`config.mk`:
```
export PLATFORM = sky130hd
export DESIGN_NAME = load_store_unit
export DESIGN_NICKNAME = d
export VERILOG_FILES = /design/src/rtl/load_store_unit.sv
export SDC_FILE = /design/constraint.sdc
export NUM_CORES = 1
export LEC_CHECK = 0
export CAP_MARGIN = 25
export CORE_ASPECT_RATIO = 0.5
export CORE_MARGIN = 1
export CORE_UTILIZATION = 48
export CTS_CLUSTER_SIZE = 12
export DETAILED_ROUTE_END_ITERATION = 10
export PLACE_DENSITY = 0.87
export SETUP_SLACK_MARGIN = 0.4
export SLEW_MARGIN = 20
export SYNTH_ARGS = -nofsm -noshare
export SYNTH_HDL_FRONTEND = slang
export SYNTH_SLANG_ARGS = --single-unit
```
`constraint.sdc`:
```
create_clock -name Clk -period 5.97 [get_ports Clk]
set_input_delay 1.194 -clock Clk [delete_from_list [all_inputs] [get_ports Clk]]
set_output_delay 1.194 -clock Clk [all_outputs]
set_load 0.05 [all_outputs]
```
`src/rtl/load_store_unit.sv`:
```
// Load/store unit between the ALU and a word-organised data memory. It handles
// byte/halfword/word loads with extension, and does sub-word stores as read-modify-write.
module load_store_unit #(
  parameter int WORD_ADDR_BITS = 5
) (
  input  logic        Clk,
  input  logic        Reset_n,
  input  logic        Start,
  input  logic [2:0]  MemOp,
  input  logic [31:0] Address,
  input  logic [31:0] Store_Data,
  input  logic [31:0] Mem_Read_Data,
  output logic [31:0] Mem_Adress,
  output logic [31:0] Mem_Write_Data,
  output logic        Mem_Write,
  output logic        Mem_Read,
  output logic [31:0] Load_Data,
  output logic        Busy,
  output logic        Done,
  output logic        Misaligned,
  output logic        Out_Of_Range
);

  localparam int AW = WORD_ADDR_BITS + 2;

  localparam logic [2:0] OP_LB  = 3'b000;
  localparam logic [2:0] OP_LH  = 3'b001;
  localparam logic [2:0] OP_LW  = 3'b010;
  localparam logic [2:0] OP_LBU = 3'b011;
  localparam logic [2:0] OP_LHU = 3'b100;
  localparam logic [2:0] OP_SB  = 3'b101;
  localparam logic [2:0] OP_SH  = 3'b110;
  localparam logic [2:0] OP_SW  = 3'b111;

  // Bit 0 is the read strobe and bit 1 the write strobe, so both come straight off a flop.
  typedef enum logic [2:0] {
    S_IDLE = 3'b000,
    S_RD   = 3'b001,
    S_WR   = 3'b010,
    S_DONE = 3'b100
  } state_t;

  state_t          r_state;
  state_t          w_next;
  logic [2:0]      r_op;
  logic [AW-1:0]   r_addr;
  logic [31:0]     r_wdata;
  logic [15:0]     r_sdata_lo;
  logic [31:0]     r_load;
  logic            r_mis;
  logic            r_oor;
  logic            w_accept;
  logic            w_mis;
  logic            w_oor;
  logic            w_rmw;
  logic [31:0]     w_word_idx;

  function automatic logic f_is_store(input logic [2:0] op);
    return (op == OP_SB) || (op == OP_SH) || (op == OP_SW);
  endfunction

  function automatic logic f_misaligned(input logic [2:0] op, input logic [1:0] lane);
    logic mis;
    mis = 1'b0;
    case (op)
      OP_LH, OP_LHU, OP_SH: mis = lane[0];
      OP_LW, OP_SW:         mis = |lane;
      default:              mis = 1'b0;
    endcase
    return mis;
  endfunction

  function automatic logic f_out_of_range(input logic [31:0] addr);
    return (addr >> AW) != 32'd0;
  endfunction

  function automatic logic [31:0] f_load_extend(input logic [2:0]  op,
                                                input logic [1:0]  lane,
                                                input logic [31:0] word);
    logic [7:0]  b;
    logic [15:0] h;
    logic [31:0] res;
    case (lane)
      2'd0:    b = word[7:0];
      2'd1:    b = word[15:8];
      2'd2:    b = word[23:16];
      default: b = word[31:24];
    endcase
    h = lane[1] ? word[31:16] : word[15:0];
    case (op)
      OP_LB:   res = {{24{b[7]}}, b};
      OP_LH:   res = {{16{h[15]}}, h};
      OP_LBU:  res = {24'd0, b};
      OP_LHU:  res = {16'd0, h};
      default: res = word;
    endcase
    return res;
  endfunction

  function automatic logic [31:0] f_store_merge(input logic [2:0]  op,
                                                input logic [1:0]  lane,
                                                input logic [31:0] word,
                                                input logic [15:0] sdata);
    logic [31:0] res;
    res = word;
    if (op == OP_SB) begin
      case (lane)
        2'd0:    res[7:0]   = sdata[7:0];
        2'd1:    res[15:8]  = sdata[7:0];
        2'd2:    res[23:16] = sdata[7:0];
        default: res[31:24] = sdata[7:0];
      endcase
    end else if (lane[1]) begin
      res[31:16] = sdata;
    end else begin
      res[15:0] = sdata;
    end
    return res;
  endfunction

  assign w_accept = (r_state == S_IDLE) && Start;
  assign w_mis    = f_misaligned(MemOp, Address[1:0]);
  assign w_oor    = f_out_of_range(Address);
  assign w_rmw    = (r_op == OP_SB) || (r_op == OP_SH);

  always_comb begin
    w_next = r_state;
    case (r_state)
      S_IDLE: begin
        if (Start) begin
          if (w_mis || w_oor)       w_next = S_DONE;
          else if (MemOp == OP_SW)  w_next = S_WR;
          else                      w_next = S_RD;
        end
      end
      S_RD:    w_next = w_rmw ? S_WR : S_DONE;
      S_WR:    w_next = S_DONE;
      S_DONE:  w_next = S_IDLE;
      default: w_next = S_IDLE;
    endcase
  end

  always_ff @(posedge Clk or negedge Reset_n) begin
    if (!Reset_n) begin
      r_state <= S_IDLE;
      r_load  <= 32'd0;
      r_mis   <= 1'b0;
      r_oor   <= 1'b0;
    end else begin
      r_state <= w_next;
      if (w_accept) begin
        r_mis <= w_mis;
        r_oor <= w_oor;
      end
      if ((r_state == S_RD) && !f_is_store(r_op))
        r_load <= f_load_extend(r_op, r_addr[1:0], Mem_Read_Data);
    end
  end

  // Operand capture; the outputs that expose these are gated by state, so no reset needed.
  always_ff @(posedge Clk) begin
    if (w_accept) begin
      r_op       <= MemOp;
      r_addr     <= Address[AW-1:0];
      r_wdata    <= Store_Data;
      r_sdata_lo <= Store_Data[15:0];
    end else if ((r_state == S_RD) && w_rmw) begin
      r_wdata <= f_store_merge(r_op, r_addr[1:0], Mem_Read_Data, r_sdata_lo);
    end
  end

  assign w_word_idx     = {{(32-WORD_ADDR_BITS){1'b0}}, r_addr[AW-1:2]};
  assign Mem_Read       = r_state[0];
  assign Mem_Write      = r_state[1];
  assign Mem_Adress     = (Mem_Read || Mem_Write) ? w_word_idx : 32'd0;
  assign Mem_Write_Data = Mem_Write ? r_wdata : 32'd0;
  assign Load_Data      = r_load;
  assign Busy           = (r_state != S_IDLE);
  assign Done           = (r_state == S_DONE);
  assign Misaligned     = Done && r_mis;
  assign Out_Of_Range   = Done && r_oor;

endmodule

```
Word-level counts from Yosys, hierarchy flattened. Cells that the tools add are included.

Flip-flop bits (word level): 95. Bits in latches: 0. Memory bits (writable): 0. Bits in read-only memories: 0. Bits of input ports: 102. Output and inout bits: 102. Memories kept: 0.

$add $sub $neg: 0. $mul: 0. Divide/modulo/power cells: 0. $lt $le $gt $ge: 0. Equality and inequality tests: 17. Shift-type cells: 0. Mux-type cells: 20. Bitwise operators: 0. Reduce and logical (&&, ||, !) cells: 20.

Operator list (count): 2-to-1 mux 32 bit (4); case mux 32 bit (4 select lines) (1); 2-to-1 mux 16 bit (3); 2-to-1 mux 8 bit (4); nonzero test 32 bit (1); == test 3 bit, second input constant (8); case mux 8 bit (3 select lines) (1); == test 3 x 1 -> 1 bit, second input constant (3); == test 3 x 2 -> 1 bit, second input constant (3); 2-to-1 mux 3 bit (3); case mux 3 bit (3 select lines) (1); logical NOT 3 bit (2); OR reduction 3 bit (2); logical AND 1 bit (5); 2-to-1 mux 5 bit (1); logical OR 1 bit (4); OR reduction 2 bit (2); nonzero test 3 bit (1); == test 2 x 1 -> 1 bit, second input constant (1); == test 2 bit, second input constant (1); logical NOT 2 bit (1); 2-to-1 mux 2 bit (1); != test 2 bit, second input constant (1); case mux 1 bit (2 select lines) (1); other kinds (2) (2).

Logic depth before layout (Yosys ltp).
Depth in word-level cells: 7. Depth in mapped cells: 7. Mapped depth without buffers: 4.

Worst setup path after synthesis. No wires, ideal clock.

Kind: input port to flip-flop. Start point: input Start. End point: register r_wdata[0], enable pin. Data arrival time: 3687 ps. Required time: 5509 ps. Slack: 1822 ps. Stages: 3. Path buffers: 0. Path through: inv_1 -> mux2_2 -> nor3_1.

Longest elaborated chain between the ends: 2.

RTL lines: start, declared (line 8) `input logic Start,`; logical AND 1 bit (line 121) `assign w_accept = (r_state == S_IDLE) && Start;`; nonzero test 2 bit (no line); end signal, assigned (line 165) `r_wdata <= Store_Data;`; end signal, assigned (line 168) `r_wdata <= f_store_merge(r_op, r_addr[1:0], Mem_Read_Data, r_sdata_lo);`; end, declared (line 47) `logic [31:0] r_wdata;`.

Every way passes these cells. A chain may end at the register's enable or synchronous reset.

Worst setup path after layout.
Start point: register r_state[1]. End point: output Misaligned.

Longest elaborated chain between the ends: 2.

RTL lines: start, declared (line 43) `state_t r_state;`; start signal, assigned (line 150) `r_state <= w_next;`; == test 3 bit (line 179) `assign Done = (r_state == S_DONE);`; logical AND 1 bit (line 180) `assign Misaligned = Done && r_mis;`; end, declared (line 20) `output logic Misaligned,`.

Every way passes these cells.

==> results.yml <==
status:
  outcome: "completed"
clock_tree:
  cts-hold-fix-buffers: 0
  clock_latency_ns: 0.34
  cts.reportedPaths.clkPinSlew_ns: 0.07
  cts_buffers: 9
  post_cts.repair.setup_buffers: 0
  tritoncts: "done"
  cts_buffer_depth: 2
  cts_root_buf: "sky130_fd_sc_hd__clkbuf_16"
  clkSinkCount: 95
  cts_htree_levels: 3
  cts-resized-gates: 0
global_routing:
  met3_usage_pct: 7.43
  grt.overflow.total: 0
  grt_first_pass_wirelength_mm: 23.5
  total_global_routing_track_utilization_pct: 26.9
  highest_utilization_routing_layer_at_the_global_route_stage: "met2"
  first_global_vias: 4496
  grtUsageMet2_pct: 43.4
  grt_max_degree: 96
  antenna_found_initial: 0
  met1_usage_pct: 35.6
die:
  core_area_um2: 10400
  std_cell_rows: 26
  die_x_um: 150
  starting_utilization_of_the_core_area_pct: 50.5
  dieArea_um2: 11400
  num_io_pins: 204
  die_height_um: 76.1
synthesis:
  synth.distinct_cells: 48
  synth-seq-cells: 95
  synthTopCellsByArea: "sky130_fd_sc_hd__edfxtp_1, sky130_fd_sc_hd__dfrtp_1, sky130_fd_sc_hd__mux2i_1, sky130_fd_sc_hd__nand2_1, sky130_fd_sc_hd__buf_4"
  post-synth-top-area-fraction_pct: 33.0
  synth_async_sr_flop_share_pct: 38.9
  yosysSeqAreaShare_pct: 50.6
  count_of_flip_flops_with_a_built_in_enable_after_synthesis: 58
  ys.warnings.count: 0
  synth_top_area_cell: "sky130_fd_sc_hd__edfxtp_1"
  dominantRegCellSynth: "sky130_fd_sc_hd__edfxtp_1"
  postSynthAreaPerCell_um2: 10.1
  synth_commonest_cells: "sky130_fd_sc_hd__nand2_1, sky130_fd_sc_hd__edfxtp_1, sky130_fd_sc_hd__dfrtp_1"
  syn-instance-count: 523
  synth.cell_area_um2: 5280
  most_common_cell_in_the_synthesized_netlist: "sky130_fd_sc_hd__nand2_1"
setup_path:
  critical_path_class: "reg -> out"
  worst-path-max-fanout: 8
  worst-endpoint-arrival_ns: 2.26
  worst_ep_required_time_ns: 4.78
  worst_setup_path_end_kind: "primary output"
  cp_slowest_stage_delay_ns: 0.80
  element_type_at_the_critical_path_start: "flop"
  path_delay_family: "buffers and inverters"
  critical_path.reg2reg.endpoint: "r_wdata[12]"
  rr_worst_depth: 5
  r2r_setup_slack_ns: 3.25
  critical_path.startpoint: "r_state[1]"
  critical_path.n_buffers_inverters: 1
  reg2reg_from: "r_op[0]"
  slowest_stage: "sky130_fd_sc_hd__clkdlybuf4s50_1"
  path_cells: "nor2_1, and3_1, clkdlybuf4s50_1"
power:
  power_report.internal_total_mw: 1.23
  clock_power_share_pct: 36.7
  power_switching_share_pct: 26.9
  seq_power_share_pct: 45.2
  power.combinational.fraction_pct: 18.1
  ir_drop_worst_case_vdd_mv: 0.175
  static-leakage-power_nw: 2.88
  power_per_cell_area_nw_per_um2: 230
  power.switching_uw: 454
detailed_routing:
  vias_per_cell: 5.63
  vias: 4664
  wirelength_mm: 15.2
  drc: 0
  routed_antenna_nets: 0
  detailedRoute.firstPassIterationCount: 7
  routedWlPerCell_um: 18.3
  drt_first_iter_violations: 538
sta:
  max-slew-margin-rel_pct: 37.9
  fin_setup_tns_ns: 0
  timing_worst_slew_pin_value_ns: 0.932
  period_minus_slack_ns: 3.45
  period_share_pct: 57.8
  final_count_of_negative_setup_slack_endpoints: 0
  clock_skew_ns: 0.0104
  rsz0062_at_grt: "no"
  fin_worst_hold_slack_ns: 0.516
  hold_violations: 0
  timing_max_transition_violations_final: 0
  peak_freq_mhz: 290
final_layout:
  drive_gt1_share_pct: 6.82
  area_delta_synth_final_pct: 39.1
  finalNetCount: 786
  diodes: 0
worst_hold_path:
  worstHoldPathType: "reg -> reg"
  worst_hold_path.num_cells: 2
  hold_path_startpoint: "Load_Data[5]"
  hold_end: "Load_Data[5]"
placement:
  dp_hpwl_mm: 11.2
  gpl.final_weighted_congestion: 0.863
  port_buffers: 176
job:
  max_cap_violations: 0
## final cells by class
cell class	instances	area, µm²
Fill cell	760	3110
Sequential cell	95	2670
Multi-Input combinational cell	378	2300
Timing Repair Buffer	181	1800
Clock buffer	9	225
Tap cell	140	175
Clock inverter	7	95.1
Inverter	19	71.3
## layer usage
metal | share of wire [%] | up-vias
li1 | - | 2129
met1 | 40 | 2188
met2 | 48 | 316
met3 | 10 | 31
met4 | 1.6 | 0
met5 | 0 | -
## worst max path at each step
stage	slack, ns	depth (start not counted)	end
global placement	2.54	3	Out_Of_Range
floorplan	1.82	3	r_wdata[0]
detailed placement	2.47	3	Mem_Adress[2]
global route	2.39	3	Misaligned
CTS	2.10	3	Misaligned
finish	2.52	3	Misaligned
## state kept, by name (all words and copies together) (netlist names)
register and count:
Load_Data 32, r_addr 7, r_mis 1, r_oor 1
r_op 3, r_sdata_lo 16, r_state 3, r_wdata 32
## cell usage in the layout, fill, tap and decap left out, drive strengths merged, types with 2 or more instances in the layout
cell type and count:
a211oi 2, a21o 10, a21oi 39, a221oi 9
a22oi 10, and2 33, and3 3, and3b 2
buf 6, bufinv 2, clkbuf 9, clkdlybuf4s50 175
clkinv 4, conb 27, dfrtp 37, edfxtp 58
inv 20, mux2 8, mux2i 26, nand2 68
nand2b 11, nand3 2, nand3b 2, nor2 26
nor2b 8, nor3 2, nor4 5, o211ai 9
o21ai 42, o21bai 2, o2bb2ai 8, o31ai 6
or3 2, or3b 7
## kinds of logic (layout without fill, tap and decap cells)
group,count (synthesis),count (layout),synth area share [%]
AOI/OAI and AO/OA,140,140,17.4
buffers and inverters,76,216,7.92
DFF,95,95,50.6
xor gates and xnor gates,2,2,0.332
and+or+nand+nor,174,174,16.7
muxes,35,35,7.07
other,1,27,0.0711
## worst min-delay path: stages, from the launching register on
cell,delay (ns)
sky130_fd_sc_hd__dfrtp_1,0.36
sky130_fd_sc_hd__nand2_1,0.05
sky130_fd_sc_hd__o21ai_0,0.06
## power groups by stage
stage / sequential [mW] / combinational (mW) / clock [mW]
final: 0.763 / 0.305 / 0.619
after CTS: 0.762 / 0.303 / 0.628
after floorplan: 0.788 / 0.167 / 0
after global placement: 0.774 / 0.295 / 0
after detailed placement: 0.775 / 0.301 / 0
after global routing: 0.766 / 0.325 / 0.651
## through the flow
stage	power, mW	area, µm²	utilization (%)	cells	worst slack (ns)
after floorplan	0.955	5370	-	549	1.82
after global placement	1.07	7000	67.1	812	2.54
after detailed placement	1.08	7000	67.1	812	2.47
after CTS	1.69	7320	70.1	828	2.10
after global routing	1.74	7340	70.3	829	2.39
final	1.69	7340	70.3	829	2.52
No activity file was read; power rests on OpenSTA's default activity.
